[src/rtl/pin_entry_pkg.sv]
// Shared types and constants for the keypad PIN entry front end.
package pin_entry_pkg;

  localparam int PKG_KEY_W = 4;

  typedef logic [PKG_KEY_W-1:0] key_t;

  // Scan codes for the two command keys; A, B, D and F carry no meaning.
  localparam key_t KEY_ENTER_DEF = 4'hE;
  localparam key_t KEY_CLEAR_DEF = 4'hC;

  typedef enum logic [1:0] {
    IDLE  = 2'd0,
    ENTRY = 2'd1,
    SEND  = 2'd2
  } state_t;

  // Scan codes 0..9 are decimal digit keys.
  function automatic logic is_digit(input key_t code);
    return (code <= key_t'(9));
  endfunction

endpackage

[src/rtl/pin_entry_key_edge_detect.sv]
// Rising-edge detector for a level-held key strobe: one event per press.
module key_edge_detect (
  input  logic clk,
  input  logic rst_n,
  input  logic i_level,
  output logic o_evt
);

  logic r_level_q;

  // Remember last cycle's level so a held key only fires once.
  always_ff @(posedge clk or negedge rst_n) begin
    if (!rst_n) r_level_q <= 1'b0;
    else        r_level_q <= i_level;
  end

  assign o_evt = i_level & ~r_level_q;

endmodule

[src/rtl/pin_entry.sv]
// Two-digit PIN collector with valid/ack handoff to the gate controller.
module pin_entry
  import pin_entry_pkg::*;
#(
  parameter int              KEY_W          = 4,
  parameter int              NUM_DIGITS     = 2,
  parameter int              TIMEOUT_CYCLES = 1000,
  parameter logic [KEY_W-1:0] KEY_ENTER     = KEY_W'(KEY_ENTER_DEF),
  parameter logic [KEY_W-1:0] KEY_CLEAR     = KEY_W'(KEY_CLEAR_DEF)
) (
  input  logic                        clk,
  input  logic                        reset,
  input  logic [KEY_W-1:0]            key_code,
  input  logic                        key_valid,
  input  logic                        pw_ack,
  output logic [KEY_W*NUM_DIGITS-1:0] input_password,
  output logic                        pw_valid,
  output logic [1:0]                  digits_entered,
  output logic                        entry_error,
  output logic                        entry_timeout
);

  localparam int PW_W = KEY_W * NUM_DIGITS;
  localparam int TW   = (TIMEOUT_CYCLES > 1) ? $clog2(TIMEOUT_CYCLES) : 1;
  localparam logic [TW-1:0] TMAX = TW'(TIMEOUT_CYCLES - 1);
  localparam logic [1:0]    FULL = 2'(NUM_DIGITS);

  state_t          r_state;
  logic [PW_W-1:0] r_pin_buf;
  logic [1:0]      r_count;
  logic [TW-1:0]   r_timer;

  logic w_key_evt;
  logic w_digit;
  logic w_enter;
  logic w_clear;

  key_edge_detect u_key_edge (
    .clk     (clk),
    .rst_n   (reset),
    .i_level (key_valid),
    .o_evt   (w_key_evt)
  );

  assign w_digit = w_key_evt & is_digit(key_t'(key_code));
  assign w_enter = w_key_evt & (key_code == KEY_ENTER);
  assign w_clear = w_key_evt & (key_code == KEY_CLEAR);

  assign digits_entered = r_count;

  // Entry FSM: digit shift register, idle timer and registered handshake/pulse outputs.
  always_ff @(posedge clk or negedge reset) begin
    if (!reset) begin
      r_state        <= IDLE;
      r_pin_buf      <= '0;
      r_count        <= '0;
      r_timer        <= '0;
      input_password <= '0;
      pw_valid       <= 1'b0;
      entry_error    <= 1'b0;
      entry_timeout  <= 1'b0;
    end else begin
      entry_error   <= 1'b0;
      entry_timeout <= 1'b0;
      case (r_state)
        IDLE: begin
          r_timer <= '0;
          if (w_digit) begin
            r_pin_buf <= {r_pin_buf[PW_W-KEY_W-1:0], key_code};
            r_count   <= 2'd1;
            r_state   <= ENTRY;
          end else if (w_enter) begin
            entry_error <= 1'b1;
          end
        end
        ENTRY: begin
          // A key arriving on the expiry cycle takes priority over the timeout.
          if (w_digit) begin
            r_timer <= '0;
            if (r_count < FULL) begin
              r_pin_buf <= {r_pin_buf[PW_W-KEY_W-1:0], key_code};
              r_count   <= r_count + 2'd1;
            end
          end else if (w_enter) begin
            r_timer <= '0;
            if (r_count == FULL) begin
              input_password <= r_pin_buf;
              pw_valid       <= 1'b1;
              r_state        <= SEND;
            end else begin
              entry_error <= 1'b1;
              r_pin_buf   <= '0;
              r_count     <= '0;
              r_state     <= IDLE;
            end
          end else if (w_clear) begin
            r_timer   <= '0;
            r_pin_buf <= '0;
            r_count   <= '0;
            r_state   <= IDLE;
          end else if (r_timer == TMAX) begin
            entry_timeout <= 1'b1;
            r_timer       <= '0;
            r_pin_buf     <= '0;
            r_count       <= '0;
            r_state       <= IDLE;
          end else begin
            r_timer <= r_timer + TW'(1);
          end
        end
        SEND: begin
          // Keys are dropped here; the PIN stays frozen until the controller takes it.
          r_timer <= '0;
          if (pw_ack) begin
            pw_valid  <= 1'b0;
            r_count   <= '0;
            r_pin_buf <= '0;
            r_state   <= IDLE;
          end
        end
        default: begin
          r_state <= IDLE;
        end
      endcase
    end
  end

endmodule

[config.mk]
export PLATFORM = sky130hd
export DESIGN_NAME = pin_entry
export DESIGN_NICKNAME = d
export VERILOG_FILES = /design/src/rtl/pin_entry_pkg.sv /design/src/rtl/pin_entry_key_edge_detect.sv /design/src/rtl/pin_entry.sv
export SDC_FILE = /design/constraint.sdc
export NUM_CORES = 1
export LEC_CHECK = 0
export ABC_AREA = 0
export CORE_MARGIN = 2
export CORE_UTILIZATION = 40
export CTS_BUF_LIST = sky130_fd_sc_hd__clkbuf_4 sky130_fd_sc_hd__clkbuf_8 sky130_fd_sc_hd__clkbuf_16
export DETAILED_ROUTE_END_ITERATION = 16
export PLACE_DENSITY_LB_ADDON = 0.3
export RECOVER_POWER = 50
export SYNTH_ARGS = -nofsm -noshare
export SYNTH_HDL_FRONTEND = slang
export SYNTH_SLANG_ARGS = --single-unit
[constraint.sdc]
create_clock -name clk -period 1.9 [get_ports clk]
set_input_delay 0.57 -clock clk [delete_from_list [all_inputs] [get_ports clk]]
set_output_delay 0.57 -clock clk [all_outputs]
set_load 0.05 [all_outputs]
# Yosys cells after proc, flatten, opt, wreduce, memory -nomap -nowiden

Index checks and enable logic that the tools add are counted.
W data, S select, Z words.

Shifts and indexed selects: 0
Multiply operators: 0
Magnitude comparators: 2
Add/sub/neg operators: 2
Bitwise operators: 6
Reduce and logical (&&, ||, !) cells: 9
Div/mod/pow operators: 0
Mux-type cells: 43
Equal/unequal tests: 15

Operators by type and width:

| cell                    | count |
|---|---|
| $mux W8                 | 8 |
| $mux W10                | 4 |
| $pmux W8 S3             | 1 |
| $mux W2                 | 11 |
| $pmux W10 S2            | 1 |
| $mux W1                 | 14 |
| $pmux W2 S3             | 2 |
| $add A10 B1 Y10 const B | 1 |
| $eq A10 B10 Y1 const B  | 1 |
| $ne A2 B2 Y1 const B    | 5 |
| $eq A4 B4 Y1 const B    | 2 |
| $ne A4 B4 Y1 const B    | 2 |
| $reduce_and A4 Y1       | 2 |
| $reduce_and A6 Y1       | 1 |
| $ne A5 B5 Y1 const B    | 1 |
| $reduce_and A5 Y1       | 1 |
| $and A1 B1 Y1           | 4 |
| $eq A2 B2 Y1 const B    | 2 |
| $le A4 B4 Y1 const B    | 1 |
| $pmux W1 S2             | 2 |
| $reduce_bool A2 Y1      | 2 |
| $ne A3 B3 Y1 const B    | 1 |
| $reduce_bool A3 Y1      | 1 |
| $add A2 B1 Y2 const B   | 1 |
| other kinds (5)         | 6 |

Memories kept: 0
Input bits: 8
Register bits: 34
Memory bits (read-only): 0
Bits in writable memories: 0
Bits in latches: 0

# Longest topological paths before layout

Gate-level depths: netlist of run 1.

Depth after elaboration: 7
Depth in mapped cells: 7
Mapped depth without buffers: 6

# Cells and area by module

From an unflattened synthesis of run 1, not the netlist that was laid out.

Cell total of the unflattened synthesis: 164
Area, all modules: 1671.6 um^2

By module, submodules not included:

| module          | instances | sequential area each (um^2) | area each (um^2) | cells an instance |
|---|---|---|---|---|
| pin_entry       | 1         | 825.8                       | 1632.8           | 162 |
| key_edge_detect | 1         | 25.0                        | 38.8             | 2 |

# Worst setup path after synthesis of run 1

Ideal clock, no wire load.

Path type: input to register
Start point: in key_code[2]
End point: reg r_count[1] (netlist: digits_entered[1])
Required time: 1.775 ns
Slack: -0.005 ns
Cell stages on the path: 6
Buffers on the path: 1
Arrival time: 1.780 ns
Cells stage by stage: mux2_4 a21oi_4 o211ai_2 a21oi_2 buf_6 mux2_4

Cells in the longest elaborated chain, start to end: 6

Ends and longest elaborated chain:

| item                                                                 | line            | text |
|---|---|---|
| start: declaration                                                   | pin_entry.sv:13 | `input logic [KEY_W-1:0] key_code,` |
| parallel branches: the longest is 6 deep, another holds $le A4 B4 Y1 | --              |  |
| end signal: assignment                                               | pin_entry.sv:82 | `r_count <= r_count + 2'd1;` |
| end: declaration                                                     | pin_entry.sv:30 | `logic [1:0] r_count;` |

Parallel ways; which one is timed is not known.
A chain may end at the register's enable or synchronous reset.

# Worst setup path in the final report of run 1

Start point: reg r_state[1]
End point: reg r_pin_buf[6]

Cells in the longest elaborated chain, start to end: 3

Ends and longest elaborated chain:

| item                                           | line            | text |
|---|---|---|
| start: declaration                             | pin_entry.sv:28 | `state_t r_state;` |
| start signal: assignment                       | pin_entry.sv:54 | `r_state <= IDLE;` |
| start signal: assignment                       | pin_entry.sv:71 | `r_state <= ENTRY;` |
| start signal: assignment                       | pin_entry.sv:89 | `r_state <= SEND;` |
| $eq A2 B1 Y1 (tied with other cells)           | pin_entry.sv:65 | `case (r_state)` |
| $ne A5 B5 Y1 (no line) (tied with other cells) | --              |  |
| $reduce_and A6 Y1 (no line)                    | --              |  |
| end signal: assignment                         | pin_entry.sv:69 | `r_pin_buf <= {r_pin_buf[PW_W-KEY_W-1:0], key_code};` |
| end signal: assignment                         | pin_entry.sv:81 | `r_pin_buf <= {r_pin_buf[PW_W-KEY_W-1:0], key_code};` |
| end: declaration                               | pin_entry.sv:29 | `logic [PW_W-1:0] r_pin_buf;` |

Several ways; a longest one is shown, not always the timed one.

==> flow_metrics.env, run 1 <==
export IMPL_async_reset_ff_frac=1.000
export IMPL_fmax_mhz=546.9
export IMPL_syn_nets=178
export IMPL_grt_pass1_vias=1424
export IMPL_yosysMostFrequentCell="dfrtp_1"
export IMPL_hold_path_class="flip-flop to flip-flop"
export IMPL_period_share=0.9624
export IMPL_die_w_um=69.66
export IMPL_dieArea_sq_um=4852
export IMPL_p_leak_nw=1.087
export IMPL_first_pass_iters=4
export IMPL_path_delay_family="compound AO/OA/AOI/OAI gates"
export IMPL_cp_start_kind="flip-flop"
export IMPL_io_pins=21
export IMPL_fill_cells=352
export IMPL_power_density_nw_per_um2=1189
export IMPL_setup_viol=0
export IMPL_synthTopCellsByArea="dfrtp_1 49%, nand2_1 6.3%, mux2i_1 4.6%"
export IMPL_nets=226
export IMPL_layout_drive_gt1_share=0.3099
export IMPL_grt_max_degree=35
export IMPL_outcome="completed"
export IMPL_synth_commonest_cells="34 x dfrtp_1, 29 x nand2_1, 12 x inv_1, 11 x o21ai_0, 9 x nor2_1"
export IMPL_die_y_um=69.66
export IMPL_skew_ns=0.004800
export IMPL_coreArea_sq_um=4086
export IMPL_ant_nets=0
export IMPL_synth_edf_count=0
export IMPL_clockRootBuffer="clkbuf_8"
export IMPL_slowest_stage="dfrtp_1"
export IMPL_netlist_instances=164
export IMPL_clock_sink_count=34
export IMPL_hold_violations=0
export IMPL_synth_top_area_frac=0.4935
export IMPL_ys_ff_latch=34
export IMPL_cts_buffers=5
export IMPL_critPathRequiredTime_ns=2.10
export IMPL_routedWlPerCell_um=14.33
export IMPL_max_vdd_ir_drop_mv=0.4937
export IMPL_ys_flop_type="dfrtp_1"
export IMPL_cts_buffer_depth=2
export IMPL_clk_pin_slew_ns=0.07
export IMPL_crit_path_end_kind="flip-flop"
export IMPL_drc=0
export IMPL_vias=1349
export IMPL_overflow=0
export IMPL_globalplace_congestion=0.9571
export IMPL_cts_hold_buf=0
export IMPL_dpl_hpwl_um=2717
export IMPL_antenna_found_initial=0
export IMPL_synth_area_sq_um=1724
export IMPL_rows=23
export IMPL_yosysSeqAreaShare=0.4935
export IMPL_cp_max_fo=8
export IMPL_viasPerCell=5.129
export IMPL_syn_area_per_cell_sq_um=10.51
export IMPL_clock_latency_ns=0.29
export IMPL_placedInstanceArea_sq_um=2085
export IMPL_dpl_cell_count=251
export IMPL_grt_pass1_wl_um=6548
export IMPL_grt_usage=0.1716
export IMPL_htreeDepth=2
export IMPL_path_cells="inv_1 > ha_4 > a21bo_2 > o311ai_4 > a21oi_2 > buf_6 > mux2i_1"
export IMPL_cts_tree="done"
export IMPL_layout_cells_non_filler=263
export IMPL_fin_crit_ns=1.829
export IMPL_max_cap_violations=0
export IMPL_worstSetupPathType="flip-flop to flip-flop"
export IMPL_wl_um=3768
export IMPL_numPortBuffers=20
export IMPL_n_antenna_cell=0
export IMPL_drtIter0Drc=46
export IMPL_yosys_warnings=0
export IMPL_worstMarginPinSlew_ns=0.8099
export IMPL_slew_headroom=0.4600
export IMPL_arrival_ns=2.03
export IMPL_finalMaxSlewViolations=0
export IMPL_rsz0062_at_grt="true"
export IMPL_max_stage_delay_ns=0.42
export IMPL_synthDistinctLibCells=38
export IMPL_syn_to_final_growth_pct=33.16
export IMPL_yosys_area_top_type="dfrtp_1"
export IMPL_path_buf_inv=2
export IMPL_initial_core_util=0.4219
export IMPL_final_cell_area_sq_um=2296
## logic make-up (layout without fill, tap and decap cells)
kind of cell / after synthesis / after routing / share of synthesized area
xor+xnor: 5 / 5 / 0.02540
compound gates: 22 / 22 / 0.09507
flops: 34 / 34 / 0.4935
fa+ha+maj: 6 / 6 / 0.04354
simple gates: 67 / 67 / 0.2083
buf+inv: 15 / 64 / 0.03773
mux: 15 / 15 / 0.09652
## power by group
group,leakage [nW],switching (mW),internal [mW]
sequential,0.453,0.0950,0.839
clock,0.0683,0.281,0.526
combinational,0.566,0.509,0.478
## per-layer routing
metal,track usage,share of wire,up-vias,routed length [um]
met2,0.2970,0.52,26,1951
met3,0.04651,0.032,8,122
met1,0.1989,0.43,652,1612
met5,0,0,-,0
li1,-,-,663,-
met4,0.07479,0.021,0,81
## timing repair
item,in CTS,in global routing
setup endpoints to repair,20,13
resized for setup,14,10
hold endpoints to repair,0,0
pin swaps,3,4
setup buffers,2,2
## path summary, 6_finish.rpt
path / from / end / slack, ns / cells after the start
worst max-delay path: r_state[1]$_DFFE_PN0P_ / r_pin_buf[6]$_DFFE_PN0P_ / 0.07 / 7
worst min-delay path: input_password[7]$_DFFE_PN0P_ / input_password[7]$_DFFE_PN0P_ / 0.49 / 2
worst max register to register: r_state[1]$_DFFE_PN0P_ / r_pin_buf[6]$_DFFE_PN0P_ / 0.07 / 7
worst min register to register: input_password[7]$_DFFE_PN0P_ / input_password[7]$_DFFE_PN0P_ / 0.49 / 2
max in group asynchronous: reset / r_timer[7]$_DFFE_PN0P_ / 0.49 / 2
min in group asynchronous: reset / r_timer[2]$_DFFE_PN0P_ / 0.90 / 2
## layout make-up
| type | count | area, sq um | share of cell area |
|---|---|---|---|
| clock buffer | 5 | 68.82 | 0.02997 |
| timing repair buffer | 44 | 330.3 | 0.1439 |
| inverter | 12 | 45.04 | 0.01962 |
| tap | 50 | 62.56 | 0.02725 |
| clock inverter | 3 | 68.82 | 0.02997 |
| multi-input combinational | 115 | 869.6 | 0.3787 |
| sequential | 34 | 850.8 | 0.3706 |
## metrics by stage
stage | utilization | hold slack [ns] | power [mW] | setup slack (ns) | setup TNS [ns]
floorplan | - | 0.2744 | 1.506 | 0.01885 | 0
global placement | 0.5101 | 0.4650 | 1.759 | -0.4555 | -10.46
detailed placement | 0.5101 | 0.4711 | 1.804 | -0.5454 | -11.94
CTS | 0.5551 | 0.4874 | 2.656 | 0.0006726 | 0
global route | 0.5618 | 0.5323 | 2.894 | -0.02111 | -0.02559
finish | 0.5618 | 0.4853 | 2.729 | 0.07135 | 0
## worst min-delay path: cells and delay by family (launching register included)
family / cells / cell delay, ns
flip-flops: 1 / 0.35
AO/OA/AOI/OAI: 1 / 0.06
AND/OR/NAND/NOR: 1 / 0.04
## flip-flops by register name (all words and copies together) (netlist names)
register and flops:
r_timer 10, input_password 8, r_pin_buf 8, digits_entered 2, r_state 2, entry_error 1, entry_timeout 1, pw_valid 1
u_key_edge.r_level_q 1
## placed cells by master (no fill, tap or decap), drive strengths merged, types with 2 or more instances in the layout
master,instances
dlygate4sd2,2
buf,33
nor2,9
nor2b,3
bufinv,2
a21oi,3
ha,6
dfrtp,34
clkbuf,10
mux2i,8
o21ai,11
inv,12
nand3,6
mux2,7
xnor2,4
clkdlybuf4s15,2
and3,4
nand4b,2
nor3,2
o31ai,2
nand2,29
nand2b,2
nor3b,4
No activity file was read; power rests on OpenSTA's default activity.
==> inputs of run 2 (changes only) <==
GPL_ROUTABILITY_DRIVEN = 0   (was default)
SYNTH_HIERARCHICAL = 1   (was default)
==> flow_metrics.env, run 2 <==
export IMPL_outcome="completed"
export IMPL_fin_ws_ns=0.05521
export IMPL_dpl_hpwl_um=2676
export IMPL_top_register="r_timer"
export IMPL_seqPwrFrac=0.386
export IMPL_hold_violations=0
export IMPL_clock_sink_count=34
export IMPL_max_cap_violations=0
export IMPL_synthTopCellsByArea="dfrtp_1 51%, mux2i_1 6.6%, nand2_1 5.2%"
export IMPL_fin_crit_ns=1.845
export IMPL_cts_tree="done"
export IMPL_cts_buffer_depth=2
export IMPL_setup_tns_ns=0
export IMPL_async_reset_ff_frac=1.000
export IMPL_synthDistinctLibCells=37
export IMPL_drc=0
export IMPL_power_density_nw_per_um2=1110
export IMPL_clock_power_share=0.232
export IMPL_layout_commonest_cell="dfrtp_1"
export IMPL_largest_register_ffs=10
export IMPL_max_vdd_ir_drop_mv=0.4497
export IMPL_cp_start_kind="input pin"
export IMPL_synth_edf_count=0
export IMPL_viasPerCell=5.243
export IMPL_yosys_area_top_type="dfrtp_1"
export IMPL_cts_hold_buf=0
export IMPL_worstSetupPathType="input pin to flip-flop"
export IMPL_p_int_mw=1.537
export IMPL_arrival_ns=2.01
export IMPL_ant_nets=0
export IMPL_syn_nets=178
export IMPL_finalMaxSlewViolations=0
export IMPL_first_pass_iters=4
export IMPL_layout_drive_gt1_share=0.2634
export IMPL_synth_area_sq_um=1672
export IMPL_grt_pass1_vias=1319
export IMPL_overflow=0
export IMPL_vias=1337
export IMPL_slew_headroom=0.4204
export IMPL_hold_path_class="input pin to flip-flop"
export IMPL_clk_pin_slew_ns=0.07
export IMPL_placedInstanceArea_sq_um=1996
export IMPL_reg_top3="r_timer: 10 flops, input_password: 8 flops, r_pin_buf: 8 flops"
export IMPL_dieArea_sq_um=4712
export IMPL_n_antenna_cell=0
export IMPL_final_cell_area_sq_um=2158
export IMPL_ys_flop_type="dfrtp_1"
export IMPL_clockRootBuffer="clkbuf_8"
export IMPL_switching_share=0.3585
export IMPL_yosys_warnings=6
export IMPL_wl_um=3705
export IMPL_combPwrFrac=0.382
export IMPL_p_leak_nw=1.077
export IMPL_worstMarginPinSlew_ns=0.8694
export IMPL_setup_viol=0
export IMPL_yosysMostFrequentCell="dfrtp_1"
export IMPL_drtIter0Drc=88
export IMPL_yosysSeqAreaShare=0.5090
export IMPL_ys_ff_latch=34
export IMPL_final_util=0.5396
export IMPL_cts_buffers=5
export IMPL_coreArea_sq_um=4000
export IMPL_power_switching_mw=0.8587
export IMPL_htreeDepth=2
export IMPL_numPortBuffers=20
export IMPL_initial_core_util=0.4179
export IMPL_skew_ns=0.002788
export IMPL_rows=23
export IMPL_grt_usage=0.1703
export IMPL_die_w_um=68.65
export IMPL_crit_path_end_kind="flip-flop"
export IMPL_netlist_instances=164
export IMPL_io_pins=21
export IMPL_grt_pass1_wl_um=5927
export IMPL_grt_max_degree=35
export IMPL_pre_cts_ws_ns=-0.5507
export IMPL_hold_slack_ns=0.4166
export IMPL_fmax_mhz=542.1
export IMPL_cp_max_fo=3
export IMPL_layout_common_cells="34 x dfrtp_1, 28 x buf_4, 23 x nand2_1"
export IMPL_clock_latency_ns=0.28
export IMPL_rsz0062_at_grt="true"
export IMPL_synth_top_area_frac=0.5090
export IMPL_nets=218
export IMPL_die_y_um=68.65
export IMPL_synth_commonest_cells="34 x dfrtp_1, 23 x nand2_1, 16 x inv_1, 14 x o21ai_0, 11 x mux2i_1"
export IMPL_syn_area_per_cell_sq_um=10.19
export IMPL_syn_to_final_growth_pct=29.12
export IMPL_critPathRequiredTime_ns=2.07
export IMPL_routedWlPerCell_um=14.53
export IMPL_period_share=0.9709
export IMPL_antenna_found_initial=0
## run 2: cell count changes after synthesis, sizes merged, moves of 3 or more
| cell | delta |
|---|---|
| nor3b | -3 |
| o21ai | +4 |
| nand2 | -5 |
| mux2 | -5 |
| nor2 | -3 |
| inv | +4 |
| mux2i | +3 |
## run 2: kinds of logic after synthesis
kind of cell,Yosys count,synth area share
xor gates and xnor gates,5,0.02620
and+or+nand+nor,61,0.2021
adders and majority gates,6,0.04491
AOI/OAI and AO/OA,25,0.08383
buffers and inverters,20,0.05015
muxes,13,0.08384
DFF,34,0.5090
## run 2: final timing paths
kind                                               startpoint                             end  slack [ns]  cells after the start
worst max-delay path                              key_code[1]   digits_entered[1]$_DFFE_PN0P_        0.06                      7
worst min-delay path                                key_valid  u_key_edge/r_level_q$_DFF_PN0_        0.42                      1
worst max register to register         r_state[1]$_DFFE_PN0P_   digits_entered[1]$_DFFE_PN0P_        0.07                      7
worst min register to register  input_password[4]$_DFFE_PN0P_   input_password[4]$_DFFE_PN0P_        0.49                      2
min in group asynchronous                               reset           entry_error$_DFF_PN0_        0.93                      2
max in group asynchronous                               reset          r_timer[8]$_DFFE_PN0P_        0.43                      2
## run 2: critical path: stages
cell           delay, ns
dlygate4sd2_1       0.28
buf_4               0.15
mux2i_1             0.20
o22ai_2             0.13
nand2_1             0.10
nand4_1             0.23
mux2_4              0.36
## run 2: final cells by class
| class | instances | area (sq um) |
|---|---|---|
| sequential | 34 | 850.8 |
| clock buffer | 6 | 82.58 |
| timing repair buffer | 37 | 285.3 |
| inverter | 16 | 60.06 |
| multi-input combinational | 110 | 804.5 |
| fill | 359 | 1842 |
| clock inverter | 2 | 12.51 |
| tap | 50 | 62.56 |
## run 2: metrics by stage
stage | power [mW] | cells
global placement | 1.723 | 245
detailed placement | 1.766 | 245
finish | 2.395 | 255
CTS | 2.338 | 254
global route | 2.547 | 255
floorplan | 1.507 | 164
## run 2: power by group through the flow
stage / sequential [mW] / combinational, mW / clock [mW]
2_1_floorplan: 0.968 / 0.539 / 0
3_3_place_gp: 0.918 / 0.805 / 0
3_5_place_dp: 0.928 / 0.838 / 0
4_1_cts: 0.913 / 0.856 / 0.569
5_1_grt: 0.936 / 1.01 / 0.597
6_report: 0.924 / 0.916 / 0.555
## run 2: metal layers
layer / part of all wire / wire length (um) / global-route usage
met1: 0.43 / 1600 / 0.2078
met5: 0 / 0 / 0
met4: 0.011 / 40 / 0.06500
met3: 0.042 / 156 / 0.03896
met2: 0.51 / 1907 / 0.2909
## run 2: timing repair
action	in CTS	in global routing
endpoints found under the hold margin	0	0
pin swaps	3	2
setup endpoints to repair	26	18
cloned	0	0
buffers inserted	1	1
gates resized for setup	10	11
